File: config.mk
export PLATFORM = sky130hd
export DESIGN_NAME = rgb_led_bargraph_frame_writer_flat
export DESIGN_NICKNAME = d
export VERILOG_FILES = /design/src/rtl/rgb_led_bargraph_frame_writer_pkg.sv /design/src/rtl/rgb_led_bargraph_frame_writer_if.sv /design/src/rtl/rgb_led_bargraph_frame_writer.sv /design/src/flat_wrapper.sv
export SDC_FILE = /design/constraint.sdc
export NUM_CORES = 1
export LEC_CHECK = 0
export ABC_AREA = 1
export BUFFER_PORTS_ARGS = -buffer_cell sky130_fd_sc_hd__buf_4
export CORE_MARGIN = 2
export CORE_UTILIZATION = 50
export DETAILED_ROUTE_END_ITERATION = 8
export GPL_TIMING_DRIVEN = 0
export PLACE_DENSITY_LB_ADDON = 0.25
export SLEW_MARGIN = 10
export SYNTH_ARGS = -nofsm -noshare
export SYNTH_HDL_FRONTEND = slang
export SYNTH_SLANG_ARGS = --single-unit
File: constraint.sdc
create_clock -name clk -period 2.1 [get_ports clk]
set_input_delay 0.42 -clock clk [delete_from_list [all_inputs] [get_ports clk]]
set_output_delay 0.42 -clock clk [all_outputs]
set_load 0.02 [all_outputs]
File: src/rtl/rgb_led_bargraph_frame_writer_pkg.sv
// Shared constants and types for the bargraph frame writer.
// State codes, command bytes and the dimming clamp helper.
package rgb_led_bargraph_pkg;

    localparam logic [2:0] IDLE     = 3'd0;
    localparam logic [2:0] PIXELS   = 3'd1;
    localparam logic [2:0] LEVEL_HI = 3'd2;
    localparam logic [2:0] LEVEL_LO = 3'd3;
    localparam logic [2:0] SWAP     = 3'd4;

    typedef enum logic [2:0] {
        ST_IDLE     = IDLE,
        ST_PIXELS   = PIXELS,
        ST_LEVEL_HI = LEVEL_HI,
        ST_LEVEL_LO = LEVEL_LO,
        ST_SWAP     = SWAP
    } state_t;

    localparam logic [7:0] CMD_FRAME = 8'h01;
    localparam logic [7:0] CMD_LEVEL = 8'h02;

    localparam logic [8:0] LEVEL_MAX        = 9'd256;
    localparam int         PIXELS_PER_FRAME = 256;

    function automatic logic [8:0] clamp_level(input logic [15:0] v);
        return (v > 16'(LEVEL_MAX)) ? LEVEL_MAX : v[8:0];
    endfunction

endpackage

File: src/rtl/rgb_led_bargraph_frame_writer_if.sv
// Framed byte stream with valid/ready flow control.
// The host side is the master, the frame writer is the slave.
interface rgb_led_bargraph_frame_writer_if;

    logic [7:0] in_data;
    logic       in_sof;
    logic       in_valid;
    logic       in_ready;

    modport master (
        output in_data,
        output in_sof,
        output in_valid,
        input  in_ready
    );

    modport slave (
        input  in_data,
        input  in_sof,
        input  in_valid,
        output in_ready
    );

endinterface

File: src/rtl/rgb_led_bargraph_frame_writer.sv
// Loads pixel bytes into the back buffer, requests a buffer swap per
// frame and carries global-dimming level updates.
module rgb_led_bargraph_frame_writer #(
    parameter int TIMEOUT_CYCLES = 65535
) (
    input  logic                                clk,
    input  logic                                rst_n,
    rgb_led_bargraph_frame_writer_if.slave      stream,
    input  logic                                buffer_current,
    output logic                                buffer_select,
    output logic                                wr,
    output logic [8:0]                          wr_addr,
    output logic [7:0]                          wr_data,
    output logic [8:0]                          level,
    output logic                                frame_done,
    output logic                                frame_abort
);

    import rgb_led_bargraph_pkg::*;

    localparam logic [15:0] TIMEOUT_LOAD = 16'(TIMEOUT_CYCLES);
    localparam logic [7:0]  LAST_INDEX   = 8'(PIXELS_PER_FRAME - 1);

    state_t      state_q, state_d;
    logic [7:0]  index_q, index_d;
    logic [15:0] timer_q, timer_d;
    logic [7:0]  level_hi_q, level_hi_d;
    logic        select_d;
    logic        wr_d;
    logic [8:0]  wr_addr_d;
    logic [7:0]  wr_data_d;
    logic [8:0]  level_d;
    logic        done_d;
    logic        abort_d;
    logic        accept;
    logic        command;

    assign stream.in_ready = (state_q != ST_SWAP);
    assign accept          = stream.in_valid & stream.in_ready;

    always_ff @(posedge clk) begin
        if (!rst_n) begin
            state_q       <= ST_IDLE;
            index_q       <= '0;
            timer_q       <= '0;
            level_hi_q    <= '0;
            buffer_select <= 1'b0;
            wr            <= 1'b0;
            wr_addr       <= '0;
            wr_data       <= '0;
            level         <= LEVEL_MAX;
            frame_done    <= 1'b0;
            frame_abort   <= 1'b0;
        end else begin
            state_q       <= state_d;
            index_q       <= index_d;
            timer_q       <= timer_d;
            level_hi_q    <= level_hi_d;
            buffer_select <= select_d;
            wr            <= wr_d;
            wr_addr       <= wr_addr_d;
            wr_data       <= wr_data_d;
            level         <= level_d;
            frame_done    <= done_d;
            frame_abort   <= abort_d;
        end
    end

    always_comb begin
        state_d    = state_q;
        index_d    = index_q;
        timer_d    = timer_q;
        level_hi_d = level_hi_q;
        select_d   = buffer_select;
        wr_d       = 1'b0;
        wr_addr_d  = wr_addr;
        wr_data_d  = wr_data;
        level_d    = level;
        done_d     = 1'b0;
        abort_d    = 1'b0;
        command    = 1'b0;

        unique case (state_q)
            ST_IDLE: begin
                command = accept;
            end
            ST_PIXELS: begin
                if (accept && stream.in_sof) begin
                    abort_d = 1'b1;
                    command = 1'b1;
                end else if (accept) begin
                    wr_d      = 1'b1;
                    wr_addr_d = {~buffer_select, index_q};
                    wr_data_d = stream.in_data;
                    index_d   = index_q + 8'd1;
                    timer_d   = TIMEOUT_LOAD;
                    if (index_q == LAST_INDEX) begin
                        state_d  = ST_SWAP;
                        select_d = ~buffer_select;
                    end
                end else if (timer_q <= 16'd1) begin
                    // the idle budget is spent on this cycle
                    abort_d = 1'b1;
                    timer_d = '0;
                    state_d = ST_IDLE;
                end else begin
                    timer_d = timer_q - 16'd1;
                end
            end
            ST_LEVEL_HI: begin
                if (accept && stream.in_sof) begin
                    command = 1'b1;
                end else if (accept) begin
                    level_hi_d = stream.in_data;
                    state_d    = ST_LEVEL_LO;
                end
            end
            ST_LEVEL_LO: begin
                if (accept && stream.in_sof) begin
                    command = 1'b1;
                end else if (accept) begin
                    level_d = clamp_level({level_hi_q, stream.in_data});
                    state_d = ST_IDLE;
                end
            end
            ST_SWAP: begin
                if (buffer_current == buffer_select) begin
                    done_d  = 1'b1;
                    state_d = ST_IDLE;
                end
            end
            default: begin
                state_d = ST_IDLE;
            end
        endcase

        // an interrupting start byte is decoded as a fresh command
        if (command) begin
            state_d = ST_IDLE;
            if (stream.in_sof && stream.in_data == CMD_FRAME) begin
                state_d = ST_PIXELS;
                index_d = '0;
                timer_d = TIMEOUT_LOAD;
            end else if (stream.in_sof && stream.in_data == CMD_LEVEL) begin
                state_d = ST_LEVEL_HI;
            end
        end
    end

endmodule

File: src/flat_wrapper.sv
// flat-port wrapper written by rule: the top's interface ports become plain ports
module rgb_led_bargraph_frame_writer_flat import rgb_led_bargraph_pkg::*;
#(
    parameter int TIMEOUT_CYCLES = 65535
)
  (clk, rst_n, buffer_current, buffer_select, wr, wr_addr, wr_data, level, frame_done, frame_abort, stream_in_data, stream_in_sof, stream_in_valid, stream_in_ready);
  rgb_led_bargraph_frame_writer_if stream_i ();
  input  logic clk;
  input  logic rst_n;
  input  logic buffer_current;
  output logic buffer_select;
  output logic wr;
  output logic [8:0] wr_addr;
  output logic [7:0] wr_data;
  output logic [8:0] level;
  output logic frame_done;
  output logic frame_abort;
  input wire logic [$bits(stream_i.in_data)-1:0] stream_in_data;
  input wire logic [$bits(stream_i.in_sof)-1:0] stream_in_sof;
  input wire logic [$bits(stream_i.in_valid)-1:0] stream_in_valid;
  output wire logic [$bits(stream_i.in_ready)-1:0] stream_in_ready;
  assign stream_i.in_data = stream_in_data;
  assign stream_i.in_sof = stream_in_sof;
  assign stream_i.in_valid = stream_in_valid;
  assign stream_in_ready = stream_i.in_ready;
  rgb_led_bargraph_frame_writer #(.TIMEOUT_CYCLES(TIMEOUT_CYCLES)) u_core (.clk(clk), .rst_n(rst_n), .stream(stream_i), .buffer_current(buffer_current), .buffer_select(buffer_select), .wr(wr), .wr_addr(wr_addr), .wr_data(wr_data), .level(level), .frame_done(frame_done), .frame_abort(frame_abort));
endmodule
==> results of run 1 <==
[per-layer routing]
metal,wire length (µm),track usage
met1,3600,0.296
met2,3880,0.384
met3,364,0.0374
met4,121,0.101
met5,0,0
[power by group through the flow]
stage               Combinational (mW)  Clock, mW  Sequential (mW)
floorplan                         1.55          0             1.57
global placement                  1.98          0             1.55
detailed placement                2.03          0             1.56
CTS                               2.05      0.951             1.53
global route                      2.37       1.01             1.55
finish                            2.08      0.928             1.53
[flip-flops by register name, indices dropped and copies added (netlist names)]
register,cells
u_core.level,9
u_core.level_hi_q,8
u_core.wr_data,8
u_core.frame_done,1
u_core.buffer_select,1
u_core.index_q,8
u_core.state_q,3
u_core.frame_abort,1
u_core.wr_addr,9
u_core.wr,1
u_core.timer_q,16
[through the flow]
| stage | setup slack (ns) | util |
|---|---|---|
| after global placement | 0.250 | 0.576 |
| after CTS | 0.207 | 0.603 |
| final | 0.205 | 0.603 |
| after detailed placement | 0.222 | 0.576 |
| after global routing | 0.0107 | 0.603 |
| after floorplan | 0.545 | - |
[cell usage in the layout, fill, tap and decap left out, drive strengths merged]
master,n
clkbuf,14
buf,52
nand3b,1
o22ai,1
xor2,1
clkinv,7
a31oi,2
a21oi,56
xnor2,1
o21ai,44
clkinvlp,1
a211oi,1
nand3,29
inv,42
nor4,1
or2,2
dfxtp,65
nor2,78
nor3,9
nand4,8
ha,3
nand2,100
o211ai,1
[worst max-delay path by stage]
stage	end	slack [ns]	cells past startpoint
2_1_floorplan	u_core.timer_q[5]$_SDFF_PN0_	0.54	10
4_1_cts	u_core.timer_q[5]$_SDFF_PN0_	0.21	10
3_3_place_gp	u_core.timer_q[5]$_SDFF_PN0_	0.25	10
6_report	u_core.timer_q[5]$_SDFF_PN0_	0.21	10
5_1_grt	u_core.timer_q[5]$_SDFF_PN0_	0.01	10
3_5_place_dp	u_core.timer_q[5]$_SDFF_PN0_	0.22	10
[logic make-up after synthesis]
| logic type | Yosys count | synth area share |
|---|---|---|
| AND/OR/NAND/NOR | 228 | 0.323 |
| AO/OA/AOI/OAI | 105 | 0.171 |
| flip-flops | 65 | 0.402 |
| buffers and inverters | 59 | 0.0870 |
| adder cells (fa/ha/maj) | 3 | 0.0116 |
| XOR/XNOR | 2 | 0.00542 |
[cell type report]
class	instances	area (µm²)
multi-input cells	338	1650
inverters	43	170
plain buffers	16	114
flip-flops and latches	65	1300
repair buffers	41	308
clock buffers	9	124
fillers	612	2500
clock inverters	7	45.0
well taps	77	96.3
[tightest hold or removal path, delay by kind of cell]
family / cells / cell delay [ns]
buffers and inverters: 1 / 0.10
and+or+nand+nor: 2 / 0.12
==> flow_summary.json, run 1 <==
{
  "numCtsBuffers": 9,
  "stdcell_area_mm2": 0.00381,
  "crit_path_start_kind": "register",
  "p_seq_frac": 0.337,
  "p_clk_frac": 0.204,
  "endpoint_kind": "register",
  "yosys.cell_count.top_type": "nand2_1",
  "syn2layout_area_growth_pct": 17.8,
  "min_path_cells": 3,
  "combPwrFrac": 0.458,
  "startpoint": "u_core.timer_q[0]$_SDFF_PN0_",
  "pin_count": 44,
  "clock_sinks": 65,
  "max_stage_delay_ns": 0.32,
  "worst_path_dominant_cell_family": "buffers and inverters",
  "ir_worst_vdd_v": 0.000723,
  "synth_top_area_share": 0.402,
  "timing.hold.ws_ns": 0.347,
  "path_max_fanout": 10,
  "hold_path_class": "primary input to register",
  "grt_overflow": 0,
  "r2r_cells": 10,
  "fin_cells": 596,
  "port_buffers": 41,
  "async_reset_ff_frac": 0,
  "dpl_cell_area_mm2": 0.00364,
  "clock-root-buffer": "clkbuf_8",
  "drv_slew": 0,
  "wl_per_cell_um": 13.4,
  "rsz0062_at_grt": "false",
  "fp-row-count": 29,
  "cts_tree": "done",
  "cp_slowest_cell": "dfxtp_1",
  "hold_start": "stream_in_data[6]",
  "core_mm2": 0.00631,
  "drc": 0,
  "dpl.cell_count": 580,
  "netSwitchingPower_mw": 2.00,
  "synthDistinctLibCells": 39,
  "hold_viol": 0,
  "h-tree-depth": 3,
  "tightest_slew_ns": 0.548,
  "maxCapViolations": 0,
  "grtUsageTotal": 0.230,
  "clock_skew_ns": 0.00445,
  "yosys_most_used_dff": "dfxtp_1",
  "synth_nets": 478,
  "grt_max_degree": 13,
  "fmax_ghz": 0.528,
  "cts_hold_buffers": 0,
  "cellPowerDensity_mw_per_mm2": 1190,
  "worstPathCellList": "inv_1 > ha_1 > o21ai_0 > nor2_1 > nand2_1 > clkbuf_4 > o21ai_0 > nand2_1 > o21ai_0 > a21oi_1",
  "outcome": "finished, final reports clean",
  "synth-seq-area-share": 0.402,
  "fp.dieH_um": 84.4,
  "post-cts-setup-buffers": 0,
  "power.internal_mw": 2.53,
  "viasPerCell": 5.38,
  "synth-seq-cells": 65,
  "synth.largest_area_cell": "dfxtp_1",
  "antennaDiodeCount": 0,
  "fp.dieW_um": 84.4,
  "clkSlewWorstSetupHoldPaths_ns": 0.07,
  "p_leak_nw": 1.71,
  "grt_pass1_vias": 2925,
  "crit_top_cell": "o21ai_0",
  "whs_endpoint": "u_core.wr_data[6]$_SDFFE_PN0P_",
  "synth_edf_count": 0,
  "ant_nets": 0,
  "drt-pass1-iter-count": 5,
  "nets": 530,
  "period_share": 0.902,
  "num_vias": 3209,
  "clock_path_buffers": 2,
  "drive_above_1_share": 0.187,
  "gp_congestion": 0.864,
  "final-setup-viol-count": 0,
  "r2r-start": "u_core.timer_q[0]$_SDFF_PN0_",
  "drt_first_iter_violations": 211,
  "postSynthAreaPerCell_um2": 7.00,
  "yosys_warnings": 0,
  "p_sw_frac": 0.442,
  "synth_top_cells_by_area": "dfxtp_1 40%, nand2_1 11%, a21oi_1 8.2%, nor2_1 8.1%, o21ai_0 5.6%",
  "antenna_found_initial": 0,
  "drt-total-wl_mm": 7.97,
  "clk_latency_ns": 0.34,
  "initial_core_util": 0.512,
  "min_period_ns": 1.89,
  "cp.required_ns": 2.30,
  "synthTopCellsByCount": "94 x nand2_1, 70 x nor2_1, 65 x dfxtp_1, 53 x a21oi_1, 36 x o21ai_0",
  "r2r_end": "u_core.timer_q[5]$_SDFF_PN0_",
  "die_area_mm2": 0.00713,
  "grt_pass1_wl_mm": 13.3,
  "cp_num_buf_inv": 2,
  "cp.arrival_ns": 2.10,
  "finalPower_mw": 4.54,
  "setup_tns_ns": 0,
  "crit_type": "register to register",
  "hpwl_mm": 5.75,
  "slew_headroom": 0.635,
  "netlist_instances": 462,
  "cts_resized": 0,
  "reg2reg_slack_ns": 0.21,
  "syn_area_mm2": 0.00323
}
(Power assumes the default switching activity.)
==> run 2: changes to the inputs <==
- CORE_ASPECT_RATIO: default -> 0.9
==> run 2 against run 1 <==
Non-clock buffer count did not move; critical path type unchanged; register-to-register slack improved by 0.03 ns; sequential power barely moved; largest power group unchanged; count of clock-buffer cells in the layout rose by 1; sequential share of layout area fell by 0.22 points; highest routed layer unchanged.
==> flow_summary.json, run 2 (synthesized netlist as in run 1, its figures left out) <==
{
  "initial_core_util": 0.523,
  "reg2reg_slack_ns": 0.24,
  "fmax_ghz": 0.537,
  "setup.worst_path.end": "u_core.timer_q[8]$_SDFF_PN0_",
  "port_buffers": 41,
  "cts_hold_buffers": 0,
  "syn2layout_area_growth_pct": 18.6,
  "slew_headroom": 0.613,
  "top_regs": "u_core.timer_q: 16 flops, u_core.level: 9 flops, u_core.wr_addr: 9 flops",
  "final-setup-viol-count": 0,
  "grt_pass1_wl_mm": 13.3,
  "ir_worst_vdd_v": 0.000500,
  "cts_resized": 0,
  "viasPerCell": 5.17,
  "fp.dieH_um": 80.3,
  "register_area_mm2": 0.00130,
  "fp.dieW_um": 88.8,
  "dpl_cell_area_mm2": 0.00365,
  "hold_viol": 0,
  "drt-total-wl_mm": 8.00,
  "cellPowerDensity_mw_per_mm2": 1200,
  "numCtsBuffers": 9,
  "crit_path_start_kind": "register",
  "die_area_mm2": 0.00713,
  "combPwrFrac": 0.455,
  "startpoint": "u_core.state_q[0]$_SDFFE_PN0P_",
  "clock_skew_ns": 0.0104,
  "min_period_ns": 1.86,
  "fillers": 575,
  "tightest_slew_ns": 0.581,
  "cp.depth": 9,
  "antennaDiodeCount": 0,
  "endpoint_kind": "register",
  "clock_sinks": 65,
  "maxCapViolations": 0,
  "fp-row-count": 27,
  "final_common_cell": "nand2_1",
  "multi_input_area_mm2": 0.00165,
  "drv_slew": 0,
  "ant_nets": 0,
  "outcome": "finished, final reports clean",
  "path_max_fanout": 7,
  "grtUsageTotal": 0.241,
  "rsz0062_at_grt": "false",
  "period_share": 0.886,
  "clk_latency_ns": 0.35,
  "pin_count": 44,
  "r2r-start": "u_core.state_q[0]$_SDFFE_PN0P_",
  "stdcell_area_mm2": 0.00383,
  "cp.arrival_ns": 2.08,
  "cts_tree": "done",
  "drt-pass1-iter-count": 4,
  "worstPathCellList": "inv_2 > nor3_4 > inv_1 > nor2_2 > inv_1 > nor2_1 > nor2_1 > o21ai_1 > a21oi_1",
  "netSwitchingPower_mw": 2.04,
  "r2r_end": "u_core.timer_q[8]$_SDFF_PN0_",
  "layout_common_cells": "93 x nand2_1, 70 x nor2_1, 65 x dfxtp_1",
  "clock_path_buffers": 2,
  "power.internal_mw": 2.55,
  "worst_path_dominant_cell_family": "simple AND/OR/NAND/NOR gates",
  "grt_overflow": 0,
  "cp_slowest_cell": "dfxtp_1",
  "drive_above_1_share": 0.187,
  "core_mm2": 0.00618,
  "clock-root-buffer": "clkbuf_8",
  "post-cts-setup-buffers": 0,
  "hpwl_mm": 5.78,
  "drt_first_iter_violations": 118,
  "p_leak_nw": 1.71,
  "max_stage_delay_ns": 0.41,
  "cp.required_ns": 2.31,
  "p_seq_frac": 0.333,
  "wl_per_cell_um": 13.2,
  "h-tree-depth": 3,
  "gp_congestion": 0.936,
  "clkSlewWorstSetupHoldPaths_ns": 0.08,
  "r2r_cells": 9,
  "num_vias": 3132,
  "top_register": "u_core.timer_q",
  "grt_pass1_vias": 2852,
  "largest_reg_flops": 16,
  "hold_path_class": "primary input to register",
  "p_sw_frac": 0.445,
  "nets": 530,
  "p_clk_frac": 0.212,
  "crit_type": "register to register",
  "cp_num_buf_inv": 3,
  "drc": 0,
  "setup_tns_ns": 0,
  "grt_max_degree": 14,
  "antenna_found_initial": 0
}
-- run 2: worst min-delay path by stage --
stage	endpoint	startpoint	slack [ns]	cells past startpoint
after floorplan	u_core.level_hi_q[2]$_SDFFE_PN0P_	u_core.level_hi_q[2]$_SDFFE_PN0P_	0.46	2
after global placement	u_core.level[7]$_SDFFE_PN0P_	u_core.level[7]$_SDFFE_PN0P_	0.46	2
after detailed placement	u_core.level[7]$_SDFFE_PN0P_	u_core.level[7]$_SDFFE_PN0P_	0.46	2
after CTS	u_core.wr_data[5]$_SDFFE_PN0P_	stream_in_data[5]	0.32	3
after global routing	u_core.wr_data[3]$_SDFFE_PN0P_	stream_in_data[3]	0.35	3
final	u_core.wr_data[5]$_SDFFE_PN0P_	stream_in_data[5]	0.33	3
-- run 2: worst reg2reg max path, stage by stage (launching register included) --
cell and delay, ns:
dfxtp_1 0.41, inv_2 0.10, nor3_4 0.31, inv_1 0.12
nor2_2 0.31, inv_1 0.13, nor2_1 0.11, nor2_1 0.05
o21ai_1 0.11, a21oi_1 0.08
-- run 2: area by class of cell --
class	instances	share of cell area
Multi-Input combinational cell	338	0.431
Sequential cell	65	0.339
Timing Repair Buffer	41	0.0803
Inverter	43	0.0444
Clock buffer	10	0.0333
Buffer	16	0.0297
Tap cell	87	0.0284
Clock inverter	6	0.0134
-- run 2: power groups by stage --
| stage | sequential, mW | combinational, mW | clock, mW |
|---|---|---|---|
| floorplan | 1.57 | 1.55 | 0 |
| global placement | 1.55 | 1.98 | 0 |
| detailed placement | 1.56 | 2.03 | 0 |
| CTS | 1.53 | 2.04 | 0.995 |
| global route | 1.55 | 2.37 | 1.04 |
| finish | 1.53 | 2.09 | 0.974 |
-- run 2: layer usage --
layer / GRT usage / part of all wire
met2: 0.392 / 0.48
met5: 0 / 0
met3: 0.0555 / 0.047
met4: 0.0773 / 0.014
met1: 0.314 / 0.45
-- run 2: metrics by stage --
| stage | total power [mW] | hold slack [ns] | setup WS, ns | util | std cells |
|---|---|---|---|---|---|
| floorplan | 3.12 | 0.455 | 0.545 | - | 462 |
| global placement | 3.53 | 0.458 | 0.261 | 0.591 | 590 |
| detailed placement | 3.59 | 0.456 | 0.246 | 0.591 | 590 |
| CTS | 4.57 | 0.321 | 0.225 | 0.620 | 606 |
| global route | 4.96 | 0.354 | 0.0547 | 0.620 | 606 |
| finish | 4.60 | 0.329 | 0.239 | 0.620 | 606 |
